==> src/rtl/paralelo_serial.sv <==
// paralelo_serial: byte-to-serial transmitter with startup comma train and comma filler
// Ports:
//    clk_32f     bit-rate clock
//    reset       synchronous, active-low
//    data_in     parallel byte to transmit
//    valid_in    data_in valid this cycle
//    ready_out   a byte can be accepted this cycle
//    data_out    serial bit stream, MSB first, registered
//    frame_start high while data_out carries bit 7 of a byte
//    data_frame  high for the 8 bit-cycles of a data byte, low for commas
//    sync_done   startup comma train complete
module paralelo_serial #(
   parameter int          MIN_COMMAS = 4,
   parameter logic [7:0]  COMMA      = 8'hBC
) (
   input  logic       clk_32f,
   input  logic       reset,
   input  logic [7:0] data_in,
   input  logic       valid_in,
   output logic       ready_out,
   output logic       data_out,
   output logic       frame_start,
   output logic       data_frame,
   output logic       sync_done
);
   localparam logic SYNC = 1'b0;
   localparam logic RUN  = 1'b1;
   logic [7:0] shreg;
   logic [2:0] bit_cnt;
   logic [7:0] hold_data;
   logic       hold_valid;
   logic [3:0] comma_cnt;
   logic       state;
   logic       cur_is_data;
   logic       accept;
   logic       last_comma;
   logic       run_next;
   assign ready_out  = ~hold_valid;
   assign accept     = valid_in & ~hold_valid;
   assign last_comma = comma_cnt == 4'(MIN_COMMAS - 1);
   // the boundary that ends the startup train already picks its successor by RUN rules
   assign run_next   = (state == RUN) | last_comma;
   always_ff @(posedge clk_32f) begin
      if (!reset) begin
         shreg       <= COMMA;
         bit_cnt     <= 3'd0;
         comma_cnt   <= 4'd0;
         state       <= SYNC;
         hold_valid  <= 1'b0;
         hold_data   <= 8'd0;
         cur_is_data <= 1'b0;
         data_out    <= 1'b0;
         frame_start <= 1'b0;
         data_frame  <= 1'b0;
         sync_done   <= 1'b0;
      end else begin
         data_out    <= shreg[3'd7 - bit_cnt];
         frame_start <= bit_cnt == 3'd0;
         data_frame  <= cur_is_data;
         bit_cnt     <= bit_cnt + 3'd1;
         // accept only fires with hold empty and load only with hold full, so they never collide
         if (accept) begin
            hold_data  <= data_in;
            hold_valid <= 1'b1;
         end
         if (bit_cnt == 3'd7) begin
            if (state == SYNC) begin
               comma_cnt <= comma_cnt + 4'd1;
               if (last_comma) begin
                  state     <= RUN;
                  sync_done <= 1'b1;
               end
            end
            if (run_next && hold_valid) begin
               shreg       <= hold_data;
               hold_valid  <= 1'b0;
               cur_is_data <= 1'b1;
            end else begin
               shreg       <= COMMA;
               cur_is_data <= 1'b0;
            end
         end
      end
   end
endmodule
==> config.mk <==
export PLATFORM = sky130hd
export DESIGN_NAME = paralelo_serial
export DESIGN_NICKNAME = d
export VERILOG_FILES = /design/src/rtl/paralelo_serial.sv
export SDC_FILE = /design/constraint.sdc
export NUM_CORES = 1
export LEC_CHECK = 0
export BUFFER_PORTS_ARGS = -buffer_cell sky130_fd_sc_hd__buf_2
export CAP_MARGIN = 0
export CORE_ASPECT_RATIO = 0.9
export CORE_UTILIZATION = 40
export DETAILED_ROUTE_END_ITERATION = 12
export PLACE_DENSITY = 0.58
export RECOVER_POWER = 50
export SLEW_MARGIN = 20
export SYNTH_ARGS = -nofsm -noshare
export SYNTH_HDL_FRONTEND = slang
export SYNTH_SLANG_ARGS = --single-unit
==> constraint.sdc <==
create_clock -name clk_32f -period 2 [get_ports clk_32f]
set_input_delay 0.2 -clock clk_32f [delete_from_list [all_inputs] [get_ports clk_32f]]
set_output_delay 0.2 -clock clk_32f [all_outputs]
set_load 0.02 [all_outputs]
==> results_dict.tcl, run 1 <==
set metrics [dict create \
    clock_sinks 30 \
    root_buffer "clkbuf_4" \
    holdBufCountCts 0 \
    via_count 816 \
    reg2reg_from "bit_cnt[0]$_SDFF_PN0_" \
    multiInputGateArea_um2 536 \
    hold_class "in2reg" \
    core-area_um2 2770 \
    clk_pin_slew_ps 100 \
    arrival_ps 1930 \
    timing.final.ws_setup_ps 289 \
    end_kind "flop" \
    synthTopCellsByArea "dfxtp_1 51%, mux2i_1 8.5%, nor2_1 5.4%" \
    ys.flop_type "dfxtp_1" \
    ir_worst_vdd_v 0.000485 \
    finalPower_w 0.00118 \
    grt_max_degree 16 \
    ant_nets 0 \
    finalSetupViolCount 0 \
    place_congestion 0.724 \
    worst_pin_slew_ps 655 \
    register_area_um2 601 \
    fin_crit_ps 1710 \
    worstSetupPathType "reg2reg" \
    cts_resized 0 \
    drive_gt1_share_pct 16.3 \
    hold_viol 0 \
    async_flop_share_pct 0 \
    hold_start "data_in[4]" \
    netlist_area_um2 1180 \
    post_cts_buffers 0 \
    n_antenna_cell 0 \
    final_cell_count_no_fill 175 \
    port_buffers 15 \
    routed_wl_um 2040 \
    drt_iter0_markers 13 \
    synth_nets 130 \
    grt_pass1_vias 783 \
    synth_top_area_share_pct 51.0 \
    yosysTopAreaCell "dfxtp_1" \
    reg2regPathDepth 5 \
    slew_viol_final 0 \
    num_io_pins 16 \
    max_freq_ghz 0.585 \
    slew_headroom_pct 56.3 \
    grt_util_all_layers_pct 16.2 \
    synth-seq-cells 30 \
    pre_cts_ws_ps 320 \
    synth_most_common_cell "dfxtp_1" \
    cts_htree_levels 2 \
    firstDrtPassIters 4 \
    powerDensity_nw_per_um2 868 \
    worstPathRequired_ps 2220 \
    initial_utilization_pct 42.5 \
    grt_pass1_wl_um 3570 \
    finalCritPeriodShare_pct 85.5 \
    die_width_um 59.2 \
    outcome "finished, final reports clean" \
    ys_types 26 \
    die_area_um2 3170 \
    die_h_um 53.5 \
    syn_area_per_cell_um2 10.2 \
    yosys_warnings 0 \
    ff2ff_setup_slack_ps 290 \
    clkLatencyLatePin_ps 340 \
    fin_tns_setup_ps 0 \
    cp_max_fo 11 \
    cts_buffer_depth 2 \
    antenna_found_initial 0 \
    vias_per_cell 4.66 \
    yosys-top-cells-count "30 x dfxtp_1, 17 x nor2_1, 10 x mux2i_1" \
    nFillCells 284 \
    drc_errors 0 \
    grt_overflow 0 \
    hold_end "hold_data[4]$_SDFFE_PN0P_" \
    synth_edf_count 0 \
    num_rows 18 \
    hold_depth 3 \
    numCtsBuffers 5 \
    synth_cells 115 \
    area_growth_syn_to_layout_pct 15.7 \
    cts_tree "done" \
    cap_violations 0 \
    place.detailed.hpwl_um 1440 \
    yosysSeqAreaShare_pct 51.0 \
    dpl.cell_count 167 \
    num-nets-final 149 \
    leakage_nw 0.555 \
    rsz0062_at_grt "no" \
    wl_per_cell_um 11.7 \
    critPathLaunchType "flop" \
    skew_ps 18.2 \
    r2r_end "shreg[3]$_SDFFE_PN1P_" \
]
## how the worst max path moves through the flow
stage | startpoint | to | slack (ps) | cells past startpoint
floorplan | comma_cnt[0]$_SDFFE_PN0P_ | shreg[2]$_SDFFE_PN1P_ | 510 | 4
global placement | bit_cnt[0]$_SDFF_PN0_ | shreg[2]$_SDFFE_PN1P_ | 360 | 5
detailed placement | bit_cnt[0]$_SDFF_PN0_ | shreg[4]$_SDFFE_PN1P_ | 320 | 5
CTS | bit_cnt[0]$_SDFF_PN0_ | shreg[3]$_SDFFE_PN1P_ | 260 | 5
global route | bit_cnt[0]$_SDFF_PN0_ | shreg[2]$_SDFFE_PN1P_ | 140 | 5
finish | bit_cnt[0]$_SDFF_PN0_ | shreg[3]$_SDFFE_PN1P_ | 290 | 5
## worst max-delay path: stages, from the launching register on
cell and delay [ps]:
dfxtp_1 470, ha_1 200, ha_1 320, nand2_1 140
a21o_4 240, o31a_1 230
## power breakdown
| part | switching, W | internal (W) | total [W] | leakage (nW) |
|---|---|---|---|---|
| clock | 0.000206 | 0.000265 | 0.000471 | 0.0395 |
| combinational | 0.0000412 | 0.0000377 | 0.0000789 | 0.270 |
| sequential | 0.0000168 | 0.000617 | 0.000634 | 0.245 |
## logic make-up after synthesis
| kind of cell | after synthesis | share of synthesized area [%] |
|---|---|---|
| adders and majority gates | 4 | 4.25 |
| buffers and inverters | 11 | 3.61 |
| and+or+nand+nor | 39 | 17.4 |
| DFF | 30 | 51.0 |
| xor gates and xnor gates | 1 | 0.743 |
| muxes | 12 | 12.3 |
| AOI/OAI and AO/OA | 18 | 10.7 |
## sequential cells by signal, summed over array words and instances, names as in the netlist
register	count
hold_data	8
shreg	8
comma_cnt	4
bit_cnt	3
cur_is_data	1
data_frame	1
data_out	1
frame_start	1
hold_valid	1
state	1
sync_done	1
## metrics by stage
stage          hold WS, ps  util (%)  area [µm²]
2_1_floorplan          338         -        1180
3_3_place_gp           434      46.9        1300
3_5_place_dp           441      46.9        1300
4_1_cts               86.8      49.6        1370
5_1_grt                103      49.2        1360
6_report              98.1      49.2        1360
## final cells by class
cell class,count,share of cell area (%)
Clock buffer,7,3.30
Timing Repair Buffer,17,5.87
Sequential cell,30,44.0
Tap cell,40,3.67
Clock inverter,1,2.20
Inverter,6,1.65
Multi-Input combinational cell,74,39.3
## per-layer routing
| layer | part of all wire (%) | global-route usage [%] | wire length [µm] |
|---|---|---|---|
| met5 | 0 | 0 | 0 |
| met4 | 2.0 | 8.33 | 41 |
| met1 | 53 | 21.2 | 1090 |
| met2 | 39 | 21.5 | 804 |
| met3 | 5.2 | 8.07 | 107 |
## placed cells by master (no fill, tap or decap), drive strengths merged, types with 2 or more instances in the layout
cell type / instances
or3: 6
inv: 6
and2: 3
dfxtp: 30
nand2: 5
mux4: 2
clkbuf: 13
o31a: 4
a21oi: 3
ha: 4
o21ai: 6
nand3b: 3
buf: 11
nor2: 17
mux2i: 10
(Power assumes the default switching activity.)
==> run 2, diff against run 1 <==
- ABC_AREA: unset -> 1
==> run 2 against run 1 <==
Against the previous run:
- sequential power increased by 0.6%
- synthesized cell count increased by 43%
- fmax increased by 7.4%
- critical endpoint is now cur_is_data$_SDFFE_PN0P_
- largest power group unchanged
==> results_dict.tcl, run 2 <==
set metrics [dict create \
    n_antenna_cell 0 \
    finalCritPeriodShare_pct 79.6 \
    synth_most_common_cell "nand2_1" \
    cts_resized 0 \
    async_flop_share_pct 0 \
    die_h_um 55.1 \
    num_io_pins 16 \
    grt_util_all_layers_pct 17.2 \
    area_growth_syn_to_layout_pct 10.7 \
    num_rows 18 \
    design_area_um2 1390 \
    core-area_um2 2860 \
    grt_pass1_wl_um 4030 \
    layout_common_cells "42 x nand2_1, 30 x dfxtp_1, 28 x nor2_1" \
    hold_end "hold_data[6]$_SDFFE_PN0P_" \
    pre_cts_ws_ps 394 \
    synth_cells 164 \
    cts_htree_levels 2 \
    cts_tree "done" \
    numCtsBuffers 5 \
    ys_types 21 \
    ys.flop_type "dfxtp_1" \
    hold_class "in2reg" \
    port_buffers 15 \
    final_core_util_pct 48.6 \
    cap_violations 0 \
    grt_max_degree 27 \
    hold_depth 3 \
    placed_cell_area_um2 1350 \
    max_stage_delay_ps 400 \
    yosys-top-cells-count "41 x nand2_1, 30 x dfxtp_1, 28 x nor2_1, 15 x inv_1, 15 x o21ai_0" \
    critPathLaunchType "flop" \
    cp_max_fo 10 \
    top_regs "hold_data (8), shreg (8), comma_cnt (4)" \
    die_width_um 61.0 \
    yosys_warnings 0 \
    ff2ff_setup_slack_ps 410 \
    netlist_area_um2 1250 \
    r2r_end "cur_is_data$_SDFFE_PN0P_" \
    yosysSeqAreaShare_pct 47.9 \
    via_count 1028 \
    ant_nets 0 \
    ir_worst_vdd_v 0.000380 \
    root_buffer "clkbuf_4" \
    post_cts_buffers 0 \
    wl_per_cell_um 10.1 \
    initial_utilization_pct 43.9 \
    grt_overflow 0 \
    holdBufCountCts 0 \
    num-nets-final 197 \
    syn_area_per_cell_um2 7.65 \
    leakage_nw 0.687 \
    synth_edf_count 0 \
    rsz0062_at_grt "no" \
    end_kind "flop" \
    die_area_um2 3370 \
    finalSetupViolCount 0 \
    cp_slowest_cell "dfxtp_1" \
    grt_pass1_vias 925 \
    arrival_ps 1800 \
    worst_pin_slew_ps 429 \
    worstSetupPathType "reg2reg" \
    skew_ps 3.27 \
    max_freq_ghz 0.628 \
    hold_start "data_in[6]" \
    fin_tns_setup_ps 0 \
    clk_pin_slew_ps 90 \
    final_cell_count_no_fill 223 \
    dpl.cell_count 215 \
    outcome "finished, final reports clean" \
    drt_iter0_markers 23 \
    synthTopCellsByArea "dfxtp_1 48%, nand2_1 12%, nor2_1 8.4%" \
    drive_gt1_share_pct 12.0 \
    reg2regPathDepth 6 \
    crit_top_cell "ha_1" \
    drc_errors 0 \
    cts_buffer_depth 2 \
    worstPathRequired_ps 2210 \
    timing.final.ws_setup_ps 408 \
    vias_per_cell 4.61 \
    powerDensity_nw_per_um2 787 \
    synth_top_area_share_pct 47.9 \
    yosysTopAreaCell "dfxtp_1" \
    antenna_found_initial 0 \
    place.detailed.hpwl_um 1630 \
    routed_wl_um 2260 \
    slew_viol_final 0 \
    clkLatencyLatePin_ps 330 \
    clock_sinks 30 \
    fin_crit_ps 1590 \
    synth-seq-cells 30 \
    slew_headroom_pct 71.4 \
    cp_cell_sequence "ha_1 > ha_1 > nand2_1 > clkinv_1 > nand3_1 > o21ai_0" \
    reg2reg_from "bit_cnt[0]$_SDFF_PN0_" \
    hold_viol 0 \
    layout_commonest_cell "nand2_1" \
    synth_nets 179 \
    place_congestion 0.744 \
    firstDrtPassIters 4 \
]
==> run 2: cell count changes after synthesis, moves of 3 or more <==
cell      delta
and2_1       -3
nand4_1      +4
inv_1        +9
clkbuf_1     -4
nor2_1      +11
nand2_1     +36
or3_1        -6
o21ai_0      +9
o31a_1       -4
mux2i_1     -10
==> run 2: stage by stage <==
stage               hold slack, ps  total power (W)
floorplan                      364         0.000717
global placement               429         0.000740
detailed placement             436         0.000743
CTS                            114          0.00111
global route                   105          0.00116
finish                         117          0.00109
==> run 2: cell families (layout without fill, tap and decap cells) <==
group | after synthesis | in the layout | share of synthesized area, %
and+or+nand+nor | 86 | 86 | 30.9
DFF | 30 | 30 | 47.9
buffers and inverters | 22 | 41 | 7.68
AOI/OAI and AO/OA | 20 | 20 | 8.18
adders and majority gates | 4 | 4 | 3.99
xor gates and xnor gates | 2 | 2 | 1.40
==> run 2: cell type report <==
class | count | area (µm²)
clock buffer | 7 | 55.1
clock inverter | 1 | 5.00
fill | 302 | 1470
inverter | 18 | 67.6
multi-input combinational | 112 | 541
sequential | 30 | 601
tap | 40 | 50.0
timing repair buffer | 15 | 70.1
==> run 2: where the power goes <==
group,internal [W],switching (W),total (W)
clock network,0.000170,0.000200,0.000370
logic,0.0000328,0.0000520,0.0000848
registers,0.000621,0.0000172,0.000638
==> run 2: critical path: cells and delay by family, from the launching register on <==
family | cells | cell delay [ps]
AOI/OAI and AO/OA | 1 | 100
and+or+nand+nor | 2 | 260
DFF | 1 | 400
adders and majority gates | 2 | 480
buffers and inverters | 1 | 220
==> run 2: worst max path at each step <==
stage / startpoint / end / slack, ps / depth (start not counted)
floorplan: bit_cnt[1]$_SDFF_PN0_ / cur_is_data$_SDFFE_PN0P_ / 710 / 6
global placement: bit_cnt[0]$_SDFF_PN0_ / cur_is_data$_SDFFE_PN0P_ / 490 / 6
detailed placement: bit_cnt[0]$_SDFF_PN0_ / cur_is_data$_SDFFE_PN0P_ / 390 / 6
CTS: bit_cnt[0]$_SDFF_PN0_ / cur_is_data$_SDFFE_PN0P_ / 380 / 6
global route: bit_cnt[0]$_SDFF_PN0_ / cur_is_data$_SDFFE_PN0P_ / 270 / 6
finish: bit_cnt[0]$_SDFF_PN0_ / cur_is_data$_SDFFE_PN0P_ / 410 / 6
==> run 2: layer usage <==
| layer | track usage (%) | vias up | part of all wire, % |
|---|---|---|---|
| met1 | 21.0 | 448 | 52 |
| met5 | 0 | - | 0 |
| met4 | 6.82 | 0 | 1.2 |
| li1 | - | 549 | - |
| met2 | 26.4 | 27 | 41 |
| met3 | 7.67 | 4 | 5.4 |
